===== src/rtl/reg_writeback_ctrl_pkg.sv =====
// Shared widths and types for the register-file writeback stage.
package reg_writeback_ctrl_pkg;

  localparam int WB_DATA_W    = 16;
  localparam int WB_RADDR_W   = 4;
  localparam int WB_LD_DEPTH  = 4;
  localparam int WB_RSP_DEPTH = 2;

  typedef logic [WB_RADDR_W-1:0] reg_idx_t;

  typedef struct packed {
    reg_idx_t              dest;
    logic [WB_DATA_W-1:0]  data;
  } wb_entry_t;

endpackage


===== src/rtl/reg_writeback_ctrl_if.sv =====
// Bundle of ALU, load-issue, load-response, hazard and register-file write signals.
interface reg_writeback_ctrl_if
  import reg_writeback_ctrl_pkg::*;
#(
  parameter int DATA_W  = WB_DATA_W,
  parameter int RADDR_W = WB_RADDR_W
) ();

  logic                    alu_valid;
  logic [RADDR_W-1:0]      alu_dest;
  logic [DATA_W-1:0]       alu_result;
  logic                    ld_issue;
  logic [RADDR_W-1:0]      ld_dest;
  logic                    ld_rsp_valid;
  logic [DATA_W-1:0]       ld_rsp_data;
  logic                    ld_rsp_ready;
  logic [RADDR_W-1:0]      read_select_1;
  logic [RADDR_W-1:0]      read_select_2;
  logic                    hazard_stall;
  logic [2**RADDR_W-1:0]   pending;
  logic                    write;
  logic [RADDR_W-1:0]      write_select;
  logic [DATA_W-1:0]       inputReg;
  logic                    err;

  modport master (
    output alu_valid, alu_dest, alu_result, ld_issue, ld_dest,
           ld_rsp_valid, ld_rsp_data, read_select_1, read_select_2,
    input  ld_rsp_ready, hazard_stall, pending, write, write_select, inputReg, err
  );

  modport slave (
    input  alu_valid, alu_dest, alu_result, ld_issue, ld_dest,
           ld_rsp_valid, ld_rsp_data, read_select_1, read_select_2,
    output ld_rsp_ready, hazard_stall, pending, write, write_select, inputReg, err
  );

endinterface


===== src/rtl/reg_writeback_ctrl_sync_fifo.sv =====
// Single-clock FIFO with first-word-fall-through head; pointers carry an extra wrap bit.
module reg_writeback_ctrl_sync_fifo #(
  parameter int WIDTH = 8,
  parameter int DEPTH = 4
) (
  input  logic             clk,
  input  logic             reset,
  input  logic             push,
  input  logic             pop,
  input  logic [WIDTH-1:0] din,
  output logic             full,
  output logic             empty,
  output logic [WIDTH-1:0] head
);

  localparam int AW = $clog2(DEPTH);

  logic [AW:0]      wr_ptr;
  logic [AW:0]      rd_ptr;
  logic [WIDTH-1:0] mem [DEPTH];
  logic             do_push;
  logic             do_pop;

  assign empty   = (wr_ptr == rd_ptr);
  assign full    = (wr_ptr[AW] != rd_ptr[AW]) && (wr_ptr[AW-1:0] == rd_ptr[AW-1:0]);
  assign do_push = push & ~full;
  assign do_pop  = pop & ~empty;
  assign head    = mem[rd_ptr[AW-1:0]];

  always_ff @(posedge clk or posedge reset) begin
    if (reset) begin
      wr_ptr <= '0;
      rd_ptr <= '0;
    end else begin
      if (do_push) wr_ptr <= wr_ptr + (AW+1)'(1);
      if (do_pop)  rd_ptr <= rd_ptr + (AW+1)'(1);
    end
  end

  // Storage is data-only; contents behind the pointers are never observed after reset.
  always_ff @(posedge clk) begin
    if (do_push) mem[wr_ptr[AW-1:0]] <= din;
  end

endmodule


===== src/rtl/reg_writeback_ctrl.sv =====
// Writeback stage: ALU/load-response arbitration, registered RF write port,
// pending-load scoreboard with decode hazard detection and a sticky protocol error.
module reg_writeback_ctrl
  import reg_writeback_ctrl_pkg::*;
#(
  parameter int DATA_W    = WB_DATA_W,
  parameter int RADDR_W   = WB_RADDR_W,
  parameter int LD_DEPTH  = WB_LD_DEPTH,
  parameter int RSP_DEPTH = WB_RSP_DEPTH
) (
  input logic                 clk,
  input logic                 reset,
  reg_writeback_ctrl_if.slave bus
);

  localparam int NREG  = 2**RADDR_W;
  localparam int ENT_W = RADDR_W + DATA_W;

  typedef struct packed {
    logic [RADDR_W-1:0] dest;
    logic [DATA_W-1:0]  data;
  } entry_t;

  logic               ld_push;
  logic               ld_pop;
  logic               ld_full;
  logic               ld_empty;
  logic [RADDR_W-1:0] ld_head;

  logic               rsp_push;
  logic               rsp_pop;
  logic               rsp_full;
  logic               rsp_empty;
  entry_t             rsp_in;
  entry_t             rsp_head;

  logic [NREG-1:0]    pending_p1;
  logic [NREG-1:0]    pending_next;
  logic               vld_p1;
  logic [RADDR_W-1:0] write_select_p1;
  logic [DATA_W-1:0]  input_reg_p1;
  logic               err_p1;
  logic               err_set;

  // A response is only taken when there is a load to match it with and room to buffer it.
  assign ld_push  = bus.ld_issue & ~ld_full;
  assign rsp_push = bus.ld_rsp_valid & ~rsp_full & ~ld_empty;
  assign ld_pop   = rsp_push;
  assign rsp_pop  = ~bus.alu_valid & ~rsp_empty;
  assign rsp_in   = '{dest: ld_head, data: bus.ld_rsp_data};

  reg_writeback_ctrl_sync_fifo #(
    .WIDTH (RADDR_W),
    .DEPTH (LD_DEPTH)
  ) u_dest_fifo (
    .clk   (clk),
    .reset (reset),
    .push  (ld_push),
    .pop   (ld_pop),
    .din   (bus.ld_dest),
    .full  (ld_full),
    .empty (ld_empty),
    .head  (ld_head)
  );

  reg_writeback_ctrl_sync_fifo #(
    .WIDTH (ENT_W),
    .DEPTH (RSP_DEPTH)
  ) u_rsp_fifo (
    .clk   (clk),
    .reset (reset),
    .push  (rsp_push),
    .pop   (rsp_pop),
    .din   (rsp_in),
    .full  (rsp_full),
    .empty (rsp_empty),
    .head  (rsp_head)
  );

  // Clear before set so a same-register collision leaves the bit set.
  always_comb begin
    pending_next = pending_p1;
    if (rsp_pop) pending_next[rsp_head.dest] = 1'b0;
    if (ld_push) pending_next[bus.ld_dest]   = 1'b1;
  end

  assign err_set = (bus.ld_issue & ld_full)
                 | (bus.ld_rsp_valid & ~rsp_full & ld_empty)
                 | (ld_push & pending_p1[bus.ld_dest])
                 | (bus.alu_valid & pending_p1[bus.alu_dest]);

  // ---- stage p0 -> p1: registered write port, scoreboard and error flag
  always_ff @(posedge clk or posedge reset) begin
    if (reset) begin
      vld_p1          <= 1'b0;
      write_select_p1 <= '0;
      input_reg_p1    <= '0;
      pending_p1      <= '0;
      err_p1          <= 1'b0;
    end else begin
      vld_p1     <= bus.alu_valid | rsp_pop;
      pending_p1 <= pending_next;
      err_p1     <= err_p1 | err_set;
      if (bus.alu_valid) begin
        write_select_p1 <= bus.alu_dest;
        input_reg_p1    <= bus.alu_result;
      end else if (rsp_pop) begin
        write_select_p1 <= rsp_head.dest;
        input_reg_p1    <= rsp_head.data;
      end
    end
  end

  assign bus.hazard_stall = pending_p1[bus.read_select_1]
                          | pending_p1[bus.read_select_2]
                          | (bus.ld_issue & pending_p1[bus.ld_dest])
                          | ld_full;
  assign bus.ld_rsp_ready = ~rsp_full;
  assign bus.pending      = pending_p1;
  assign bus.write        = vld_p1;
  assign bus.write_select = write_select_p1;
  assign bus.inputReg     = input_reg_p1;
  assign bus.err          = err_p1;

endmodule


===== src/flat_wrapper.sv =====
// flat-port wrapper written by rule: the top's interface ports become plain ports
module reg_writeback_ctrl_flat import reg_writeback_ctrl_pkg::*;
#(
  parameter int DATA_W    = WB_DATA_W,
  parameter int RADDR_W   = WB_RADDR_W,
  parameter int LD_DEPTH  = WB_LD_DEPTH,
  parameter int RSP_DEPTH = WB_RSP_DEPTH
)
  (clk, reset, bus_alu_valid, bus_alu_dest, bus_alu_result, bus_ld_issue, bus_ld_dest, bus_ld_rsp_valid, bus_ld_rsp_data, bus_read_select_1, bus_read_select_2, bus_ld_rsp_ready, bus_hazard_stall, bus_pending, bus_write, bus_write_select, bus_inputReg, bus_err);
  reg_writeback_ctrl_if #(.DATA_W(DATA_W), .RADDR_W(RADDR_W)) bus_i ();
  input logic clk;
  input logic reset;
  input wire logic [$bits(bus_i.alu_valid)-1:0] bus_alu_valid;
  input wire logic [$bits(bus_i.alu_dest)-1:0] bus_alu_dest;
  input wire logic [$bits(bus_i.alu_result)-1:0] bus_alu_result;
  input wire logic [$bits(bus_i.ld_issue)-1:0] bus_ld_issue;
  input wire logic [$bits(bus_i.ld_dest)-1:0] bus_ld_dest;
  input wire logic [$bits(bus_i.ld_rsp_valid)-1:0] bus_ld_rsp_valid;
  input wire logic [$bits(bus_i.ld_rsp_data)-1:0] bus_ld_rsp_data;
  input wire logic [$bits(bus_i.read_select_1)-1:0] bus_read_select_1;
  input wire logic [$bits(bus_i.read_select_2)-1:0] bus_read_select_2;
  output wire logic [$bits(bus_i.ld_rsp_ready)-1:0] bus_ld_rsp_ready;
  output wire logic [$bits(bus_i.hazard_stall)-1:0] bus_hazard_stall;
  output wire logic [$bits(bus_i.pending)-1:0] bus_pending;
  output wire logic [$bits(bus_i.write)-1:0] bus_write;
  output wire logic [$bits(bus_i.write_select)-1:0] bus_write_select;
  output wire logic [$bits(bus_i.inputReg)-1:0] bus_inputReg;
  output wire logic [$bits(bus_i.err)-1:0] bus_err;
  assign bus_i.alu_valid = bus_alu_valid;
  assign bus_i.alu_dest = bus_alu_dest;
  assign bus_i.alu_result = bus_alu_result;
  assign bus_i.ld_issue = bus_ld_issue;
  assign bus_i.ld_dest = bus_ld_dest;
  assign bus_i.ld_rsp_valid = bus_ld_rsp_valid;
  assign bus_i.ld_rsp_data = bus_ld_rsp_data;
  assign bus_i.read_select_1 = bus_read_select_1;
  assign bus_i.read_select_2 = bus_read_select_2;
  assign bus_ld_rsp_ready = bus_i.ld_rsp_ready;
  assign bus_hazard_stall = bus_i.hazard_stall;
  assign bus_pending = bus_i.pending;
  assign bus_write = bus_i.write;
  assign bus_write_select = bus_i.write_select;
  assign bus_inputReg = bus_i.inputReg;
  assign bus_err = bus_i.err;
  reg_writeback_ctrl #(.DATA_W(DATA_W), .RADDR_W(RADDR_W), .LD_DEPTH(LD_DEPTH), .RSP_DEPTH(RSP_DEPTH)) u_core (.clk(clk), .reset(reset), .bus(bus_i));
endmodule

===== config.mk =====
export PLATFORM = sky130hd
export DESIGN_NAME = reg_writeback_ctrl_flat
export DESIGN_NICKNAME = d
export VERILOG_FILES = /design/src/rtl/reg_writeback_ctrl_pkg.sv /design/src/rtl/reg_writeback_ctrl_if.sv /design/src/rtl/reg_writeback_ctrl_sync_fifo.sv /design/src/rtl/reg_writeback_ctrl.sv /design/src/flat_wrapper.sv
export SDC_FILE = /design/constraint.sdc
export NUM_CORES = 1
export LEC_CHECK = 0
export ABC_CLOCK_PERIOD_IN_PS = 2630
export CORE_AREA = 5 5 107 109
export CTS_BUF_LIST = sky130_fd_sc_hd__clkbuf_4 sky130_fd_sc_hd__clkbuf_8
export CTS_CLUSTER_DIAMETER = 200
export CTS_CLUSTER_SIZE = 10
export DETAILED_ROUTE_END_ITERATION = 7
export DIE_AREA = 0 0 112 114
export HOLD_SLACK_MARGIN = 0.1
export PLACE_DENSITY = 0.81
export SYNTH_ARGS = -nofsm -noshare
export SYNTH_HDL_FRONTEND = slang
export SYNTH_SLANG_ARGS = --single-unit

===== constraint.sdc =====
create_clock -name clk -period 2.63 [get_ports clk]
set_input_delay 0.3945 -clock clk [delete_from_list [all_inputs] [get_ports clk]]
set_output_delay 0.3945 -clock clk [all_outputs]
set_load 0.01 [all_outputs]

==> metrics.md, run 1 <==
| Metric | Value |
|---|---|
| Mux cell area share after synthesis | 0.160 |
| Synth area leader | edfxtp_1 |
| Combinational power share | 0.451 |
| H-tree lvl count | 3 |
| Setup Crit Path Kind | flip-flop to output pin |
| Adder-cell area share of the yosys netlist | 0.0127 |
| Iteration count of the initial detailed-routing pass | 7 |
| Share of post-route cells with drive strength above 1 | 0.157 |
| Flop2flop setup slack | 200 ps |
| Synth Area in Compound Gates | 0.109 |
| Switching Power | around 2800 uW |
| Pin count of the biggest net entering global routing | 40 |
| Met2 Usage GRT | 0.322 |
| RSZ-0062 raised after global routing | false |
| Fin. max-slew vios | 0 |
| Vias in the first global route | 3,737 |
| GRT overflow | 0 |
| Routed WL per cell | 18.3 um |
| Crit path DAT | approximately 2100 ps |
| Max-Cap Viols | 0 |
| First-pass GRT wire length | 18,800 um |
| Starting Density | 0.467 |
| Antenna violations before repair | 0 |
| Largest family of logic cells by synthesized area | multiplexers |
| Post-DP Area | 6160 sq um |
| ANT nets after route | 0 |
| Max clock buf depth | 2 |
| Sequential-to-total area share from yosys stat | 0.587 |
| Vias | 3,549 |
| Final WL | 11,700 um |
| Clock skew | 12.7 ps |
| Placer Congestion | 0.852 |
| Post-layout min period | 2460 ps |
| Worst skew pair latency | between 300 and 400 ps |
| Dpl hpwl | roughly 8600 um |
| Setup crit start kind | flip-flop |
| Sequential share of power | 0.399 |
| Final Cell Area | 6440 sq um |
| Clock Root Buffer | clkbuf_8 |
| Die height | 114 um |
| Distinct cells, synth | 46 |
| Die span in x | 112 um |
| Hold Crit Class | input port to asynchronous set/reset pin |
| CTS tree | built |
| Fillers | 793 |
| GRT busiest layer | met2 |
| Top fanout value on the critical path | 6 |
| LEAKAGE | 0.00253 uW |
| Net Sw Frac | 0.372 |
| Area Growth Syn to Fin | 31.3% |
| Clock slew at reported path FFs | 100 ps |
| Core region area | 10,500 sq um |
| Worst slew pin tran | 1050 ps |
| Share of the synthesized area in the top cell type | 0.343 |
| Reg2reg path depth | 5 |
| I/O Pins | 93 |
| Die Footprint | 12,800 sq um |
| Hold Buf Count CTS | 0 |
| Nets | 551 |
| IO buf count | 92 |
| Post-synth EDFFs | 56 |
| Synthesized area | around 4900 sq um |
| # setup viols final | 0 |
| Synth Flop Type | edfxtp_1 |
| Simple-gate share of the synthesized area | 0.0744 |
| M3 GR Usage | 0.0477 |
| GR Util met1 | 0.224 |
| Synth area leaders | edfxtp_1, dfrtp_1, mux2i_1 |
| 1st-iter DRT viols | 256 |
| DR vias/cell | 5.56 |
| Fin crit share | 0.934 |
| Syn Area/Cell | 13.0 sq um |
| Fraction of synthesized cell area in xor and xnor cells | 0.0265 |
| TNS Setup | 0 ps |
| Fin. Hold Viols | 0 |
| GRT Total Usage | 0.188 |
| Remaining DRCs | 0 |
| CP Capture Type | output pin |
| Reg2Reg Launch Point | u_core.u_rsp_fifo.wr_ptr[1] |
| Asr flop ratio synth | 0.462 |
| Synthesis Warnings | 0 |
| Maximum vdd ir drop | 0.592 mV |
| CP required | 2240 ps |
| Worst relative slew slack | 0.295 |
| Site Rows | 38 |
| Yosys reg bits | between 100 and 150 |
| Pwr dens | around 1100 nW/um^2 |
| Clock sink total | between 100 and 150 |
| P_int | 4640 uW |
| Clk pwr share | 0.151 |
| Max Fclk | 407 MHz |
| # diodes | 0 |
| Mapped Nets | ~440 |
| Cts bufs inserted | 9 |
| Reg2Reg Capture Point | u_core.u_rsp_fifo.mem[0][18] |
| Status | finished, final reports clean |
| Cells after Synth | about 380 |
cell families after synthesis:
logic type / after synthesis
buffers and inverters: 32
AO/OA/AOI/OAI: 86
flip-flops: 104
adder cells (fa/ha/maj): 5
XOR/XNOR: 14
multiplexers: 56
AND/OR/NAND/NOR: 82
worst max path at each step:
stage / startpoint / end / slack [ps]
final: u_core.bus.pending[12] / bus_hazard_stall / 170
after global routing: u_core.u_dest_fifo.rd_ptr[1] / bus_hazard_stall / 30
after CTS: bus_read_select_1[0] / bus_hazard_stall / 80
after detailed placement: bus_read_select_2[2] / bus_hazard_stall / -310
after global placement: bus_read_select_1[0] / bus_hazard_stall / -220
after floorplan: u_core.u_rsp_fifo.rd_ptr[0] / u_core.u_rsp_fifo.mem[0][0] / 90
repair_timing:
item / CTS / global route
endpoints found under the setup margin: 1 / 1
setup buffers: 0 / 1
resized for setup: 6 / 10
pin swaps: 2 / 2
power groups by stage:
stage | combinational, uW | clock, uW | sequential, uW
2_1_floorplan | 1750 | 0 | 2950
3_3_place_gp | 3190 | 0 | 2930
3_5_place_dp | 3300 | 0 | 2970
4_1_cts | 3310 | 1130 | 2930
5_1_grt | 3640 | 1200 | 3000
6_report | 3330 | 1110 | 2940
state kept, by name, indices dropped and copies added (netlist names):
| register | flops |
|---|---|
| u_core.u_dest_fifo.mem | 16 |
| u_core.bus.err | 1 |
| u_core.u_rsp_fifo.mem | 40 |
| u_core.bus.pending | 16 |
| u_core.u_dest_fifo.rd_ptr | 3 |
| u_core.bus.write_select | 4 |
| u_core.u_rsp_fifo.wr_ptr | 2 |
| u_core.u_dest_fifo.wr_ptr | 3 |
| u_core.u_rsp_fifo.rd_ptr | 2 |
| u_core.bus.write | 1 |
| u_core.bus.inputReg | 16 |
cell usage after synthesis, types with 3 or more instances:
master / count
edfxtp_1: 56
dfrtp_1: 48
o21ai_0: 42
nand2_1: 37
mux2i_1: 34
nor2_1: 21
a21oi_1: 16
inv_1: 12
mux4_2: 12
clkbuf_1: 9
xor2_1: 9
buf_2: 7
mux2_2: 6
nand3_1: 6
o31ai_1: 6
and3_1: 5
ha_1: 5
a31oi_1: 4
mux4_1: 4
xnor2_1: 4
a222oi_1: 3
nand2b_1: 3
routing by layer:
layer / up-vias / part of all wire
met5: - / 0
met4: 0 / 0.030
met3: 29 / 0.070
met2: 136 / 0.51
met1: 1745 / 0.39
li1: 1639 / -
stage by stage:
| stage | hold WS [ps] | utilization | cells | worst slack, ps | power [uW] |
|---|---|---|---|---|---|
| CTS | 372 | 0.608 | 637 | 77.7 | 7370 |
| floorplan | 461 | - | 379 | 86.9 | 4710 |
| global route | 426 | 0.613 | 638 | 34.0 | 7850 |
| global placement | 461 | 0.586 | 621 | -219 | 6120 |
| finish | 364 | 0.613 | 638 | 173 | 7390 |
| detailed placement | 472 | 0.586 | 621 | -305 | 6260 |
worst max-delay path: stages, from the launching register on:
cell and delay (ps):
dfrtp_1 480, mux2_4 320, o311ai_4 220, nand4_1 170, a211oi_2 250, o211ai_1 110
buf_2 150
cell type report:
type | count | area, sq um | share of cell area
Sequential cell | 104 | 2880 | 0.447
Multi-Input combinational cell | 243 | 1930 | 0.299
Timing Repair Buffer | 123 | 1190 | 0.184
Tap cell | 140 | 175 | 0.0272
Clock buffer | 9 | 124 | 0.0192
Clock inverter | 7 | 103 | 0.0159
Inverter | 12 | 45.0 | 0.00699
placed cells by master, fill, tap and decap left out, types with 3 or more instances in the layout:
master,synthesis,layout
clkbuf_8,0,9
mux2i_1,34,33
xor2_1,9,9
buf_4,2,27
a222oi_1,3,3
clkdlybuf4s50_1,0,88
dfrtp_1,48,48
inv_1,12,11
mux2_2,6,5
a31oi_1,4,4
nand2_1,37,37
dlymetal6s2s_1,0,3
o31ai_1,6,6
nor2_1,21,21
nand3_1,6,5
edfxtp_1,56,56
nand2b_1,3,3
ha_1,5,5
mux4_2,12,12
mux4_1,4,4
o21ai_0,42,42
and3_1,5,5
xnor2_1,4,4
a21oi_1,16,16
No activity file was read; power rests on OpenSTA's default activity.
==> inputs of run 2 (changes only) <==
--- a/config.mk
+++ b/config.mk
@@ -5,7 +5,7 @@
 export SDC_FILE = /design/constraint.sdc
 export NUM_CORES = 1
 export LEC_CHECK = 0
-export ABC_CLOCK_PERIOD_IN_PS = 2630
+export ABC_AREA = 1
 export CORE_AREA = 5 5 107 109
 export CTS_BUF_LIST = sky130_fd_sc_hd__clkbuf_4 sky130_fd_sc_hd__clkbuf_8
 export CTS_CLUSTER_DIAMETER = 200
@@ -13,7 +13,7 @@
 export DETAILED_ROUTE_END_ITERATION = 7
 export DIE_AREA = 0 0 112 114
 export HOLD_SLACK_MARGIN = 0.1
-export PLACE_DENSITY = 0.81
+export PLACE_DENSITY = 0.82
 export SYNTH_ARGS = -nofsm -noshare
 export SYNTH_HDL_FRONTEND = slang
 export SYNTH_SLANG_ARGS = --single-unit
==> run 2 against run 1 <==
- non-clock buffer count decreased by 14
- clock power about the same
- die area unchanged
- total power decreased by 2.2%
- synthesized cell count increased by 46%
- register-to-register slack improved by 470 ps
- via count increased by 18%
- clock skew increased by 1.8 ps
- area after synthesis increased by 1.7%
- flip-flop and latch count unchanged
- setup slack improved by 180 ps
- sequential share of layout area increased by 0.38 points
- critical path type unchanged
==> metrics.md, run 2 <==
| Metric | Value |
|---|---|
| Status | finished, final reports clean (unchanged) |
| # setup viols final | 0 (unchanged) |
| Distinct cells, synth | 32 (was 46) |
| CTS tree | built (unchanged) |
| Post-DP Area | 6140 sq um (was 6160 sq um) |
| Clock sink total | 104 (unchanged) |
| Clock skew | 14.5 ps (was 12.7 ps) |
| Share of post-route cells with drive strength above 1 | 0.0799 (was 0.157) |
| LEAKAGE | 0.00277 uW (was 0.00253 uW) |
| Final Cell Area | 6390 sq um (was 6440 sq um) |
| Setup crit start kind | flip-flop (unchanged) |
| GRT Total Usage | 0.204 (was 0.188) |
| First-pass GRT wire length | 20,800 um (was 18,800 um) |
| Sequential-to-total area share from yosys stat | 0.578 (was 0.587) |
| Asr flop ratio synth | 0.462 (unchanged) |
| Clk pwr share | 0.157 (was 0.151) |
| Site Rows | 38 (unchanged) |
| Max Fclk | 440 MHz (was 407 MHz) |
| Synth cell count leaders | nand2_1, edfxtp_1, nand3_1 (was edfxtp_1, dfrtp_1, o21ai_0) |
| Synth area leaders | edfxtp_1, dfrtp_1, nand2_1 (was edfxtp_1, dfrtp_1, mux2i_1) |
| Die Footprint | 12,800 sq um (unchanged) |
| Worst slew pin tran | 633 ps (was 1050 ps) |
| Cells after Synth | 553 (was 379) |
| Count leader, synth | nand2_1 (was edfxtp_1) |
| Routed WL per cell | 15.9 um (was 18.3 um) |
| Synthesized area | 4990 sq um (was 4910 sq um) |
| Die height | 114 um (unchanged) |
| Max clock buf depth | 2 (unchanged) |
| Max-Cap Viols | 0 (unchanged) |
| Hold Buf Count CTS | 0 (unchanged) |
| Final WL | 12,700 um (was 11,700 um) |
| Synth area leader | edfxtp_1 (unchanged) |
| Synthesis Warnings | 0 (unchanged) |
| Storage element area | 2880 sq um (unchanged) |
| Fin crit share | 0.865 (was 0.934) |
| Die span in x | 112 um (unchanged) |
| Maximum vdd ir drop | 0.591 mV (was 0.592 mV) |
| Vias | 4,171 (was 3,549) |
| Pwr dens | 1130 nW/um^2 (was 1150 nW/um^2) |
| Clock Root Buffer | clkbuf_8 (unchanged) |
| Most common cell after layout, fill and taps aside | nand2_1 (was clkdlybuf4s50_1) |
| Remaining DRCs | 0 (unchanged) |
| Worst skew pair latency | 370 ps (about the same) |
| Synth Flop Type | edfxtp_1 (unchanged) |
| Setup ws final | 355 ps (was 173 ps) |
| Hold Crit Class | input port to flip-flop (was input port to asynchronous set/reset pin) |
| Sequential share of power | 0.406 (was 0.399) |
| CP required | 2240 ps (about the same) |
| I/O Pins | 93 (unchanged) |
| Fin. max-slew vios | 0 (unchanged) |
| Post-layout min period | 2270 ps (was 2460 ps) |
| DR vias/cell | 5.19 (was 5.56) |
| CP Capture Type | output pin (unchanged) |
| Yosys reg bits | 104 (unchanged) |
| Post-synth EDFFs | 56 (unchanged) |
| Setup Buffers After CTS | 0 (unchanged) |
| Crit path DAT | 1880 ps (was 2060 ps) |
| IO buf count | 92 (unchanged) |
| Antenna violations before repair | 0 (unchanged) |
| Area occupied by multi-input gates | 1830 sq um (was 1930 sq um) |
| 1st-iter DRT viols | 325 (was 256) |
| P_int | 4320 uW (was 4640 uW) |
| Clock slew at reported path FFs | 100 ps (about the same) |
| Dpl ws | -92.6 ps (was -305 ps) |
| Dpl hpwl | 9390 um (was 8640 um) |
| Fillers | 846 (was 793) |
| Setup Crit Path Kind | flip-flop to output pin (unchanged) |
| Net Sw Frac | 0.402 (was 0.372) |
| Placer Congestion | 0.929 (was 0.852) |
| H-tree lvl count | 3 (unchanged) |
| Vias in the first global route | 4,254 (was 3,737) |
| ANT nets after route | 0 (unchanged) |
| # diodes | 0 (unchanged) |
| Post-route insts no fill | 803 (was 638) |
| GRT overflow | 0 (unchanged) |
| Nets | 716 (was 551) |
| Pin count of the biggest net entering global routing | 49 (was 40) |
| Top fanout value on the critical path | 8 (was 6) |
| Largest register FFs | 40 (unchanged) |
| Core region area | 10,500 sq um (unchanged) |
| Iteration count of the initial detailed-routing pass | 6 (was 7) |
| Fin. Hold Viols | 0 (unchanged) |
| Share of the synthesized area in the top cell type | 0.337 (was 0.343) |
| Mapped Nets | 611 (was 437) |
| Switching Power | 2900 uW (was 2750 uW) |
| Area Growth Syn to Fin | 28.1% (was 31.3%) |
| Placed cell count | 787 (was 621) |
| RSZ-0062 raised after global routing | false (unchanged) |
| Worst relative slew slack | 0.574 (was 0.295) |
| Commonest non-fill, non-tap cells in the layout | nand2_1, clkdlybuf4s50_1, edfxtp_1, nand3_1, dfrtp_1 (was clkdlybuf4s50_1, edfxtp_1, dfrtp_1, o21ai_0, nand2_1) |
| Combinational power share | 0.438 (was 0.451) |
| Syn Area/Cell | 9.03 sq um (was 13.0 sq um) |
| Cts bufs inserted | 9 (unchanged) |
| Starting Density | 0.475 (was 0.467) |
-- run 2: cell count changes after synthesis, sizes merged, moves of 9 or more --
| cell | before | now |
|---|---|---|
| inv | 12 | 53 |
| mux4 | 16 | 0 |
| nand3 | 6 | 57 |
| nand2 | 37 | 198 |
| nor2 | 23 | 32 |
| a21oi | 18 | 4 |
| mux2i | 34 | 0 |
| o211ai | 1 | 19 |
-- run 2: logic make-up after synthesis --
kind of cell / share of synthesized area
adder cells (fa/ha/maj): 0.0125
XOR/XNOR: 0.0243
buffers and inverters: 0.0564
flip-flops: 0.578
AND/OR/NAND/NOR: 0.249
AO/OA/AOI/OAI: 0.0797
-- run 2: cell type report --
class,count,share of cell area
Tap cell,140,0.0274
Multi-Input combinational cell,379,0.287
Clock inverter,7,0.0168
Clock buffer,9,0.0194
Inverter,55,0.0323
Sequential cell,104,0.451
Timing Repair Buffer,109,0.166
-- run 2: worst max-delay path, cell delays in order, from the launching register on --
cell	delay, ps
dfrtp_1	500
xnor2_2	310
nand2_2	180
clkdlybuf4s50_1	520
-- run 2: timing repair --
action                                  in CTS  in global routing
gates resized for setup                      2                  9
cloned                                       0                  0
endpoints found under the setup margin       1                  1
pin swaps                                    0                  0
-- run 2: worst paths after layout --
| path | from | to | slack (ps) | depth (start not counted) |
|---|---|---|---|---|
| setup / recovery | u_core.u_rsp_fifo.rd_ptr[0] | bus_ld_rsp_ready | 360 | 3 |
| max in group asynchronous | reset | u_core.u_rsp_fifo.wr_ptr[0] | 1690 | 3 |
| setup reg to reg | u_core.u_rsp_fifo.rd_ptr[0] | u_core.u_rsp_fifo.mem[1][14] | 670 | 4 |
| hold / removal | bus_ld_dest[0] | u_core.u_dest_fifo.mem[1][0] | 350 | 1 |
| min in group asynchronous | reset | u_core.bus.inputReg[5] | 500 | 3 |
| hold reg to reg | u_core.u_dest_fifo.wr_ptr[2] | u_core.u_dest_fifo.wr_ptr[2] | 490 | 1 |
-- run 2: routing by layer --
metal	GRT usage	vias up	share of wire
met1	0.255	1952	0.41
met5	0	-	0
met2	0.352	156	0.50
li1	-	2032	-
met3	0.0382	31	0.058
met4	0.0833	0	0.027
-- run 2: power groups by stage --
stage,combinational [uW],sequential [uW],clock [uW]
2_1_floorplan,1770,2940,0
3_3_place_gp,3060,2930,0
3_5_place_dp,3160,2950,0
4_1_cts,3190,2920,1150
5_1_grt,3530,2990,1210
6_report,3160,2930,1130
-- run 2: per-stage QoR --
stage | utilization | hold slack [ps] | power (uW) | TNS (ps)
floorplan | - | 462 | 4710 | 0
CTS | 0.607 | 495 | 7250 | 0
global placement | 0.585 | 463 | 5990 | 0
detailed placement | 0.585 | 469 | 6110 | -92.6
finish | 0.608 | 354 | 7230 | 0
global route | 0.608 | 366 | 7740 | 0
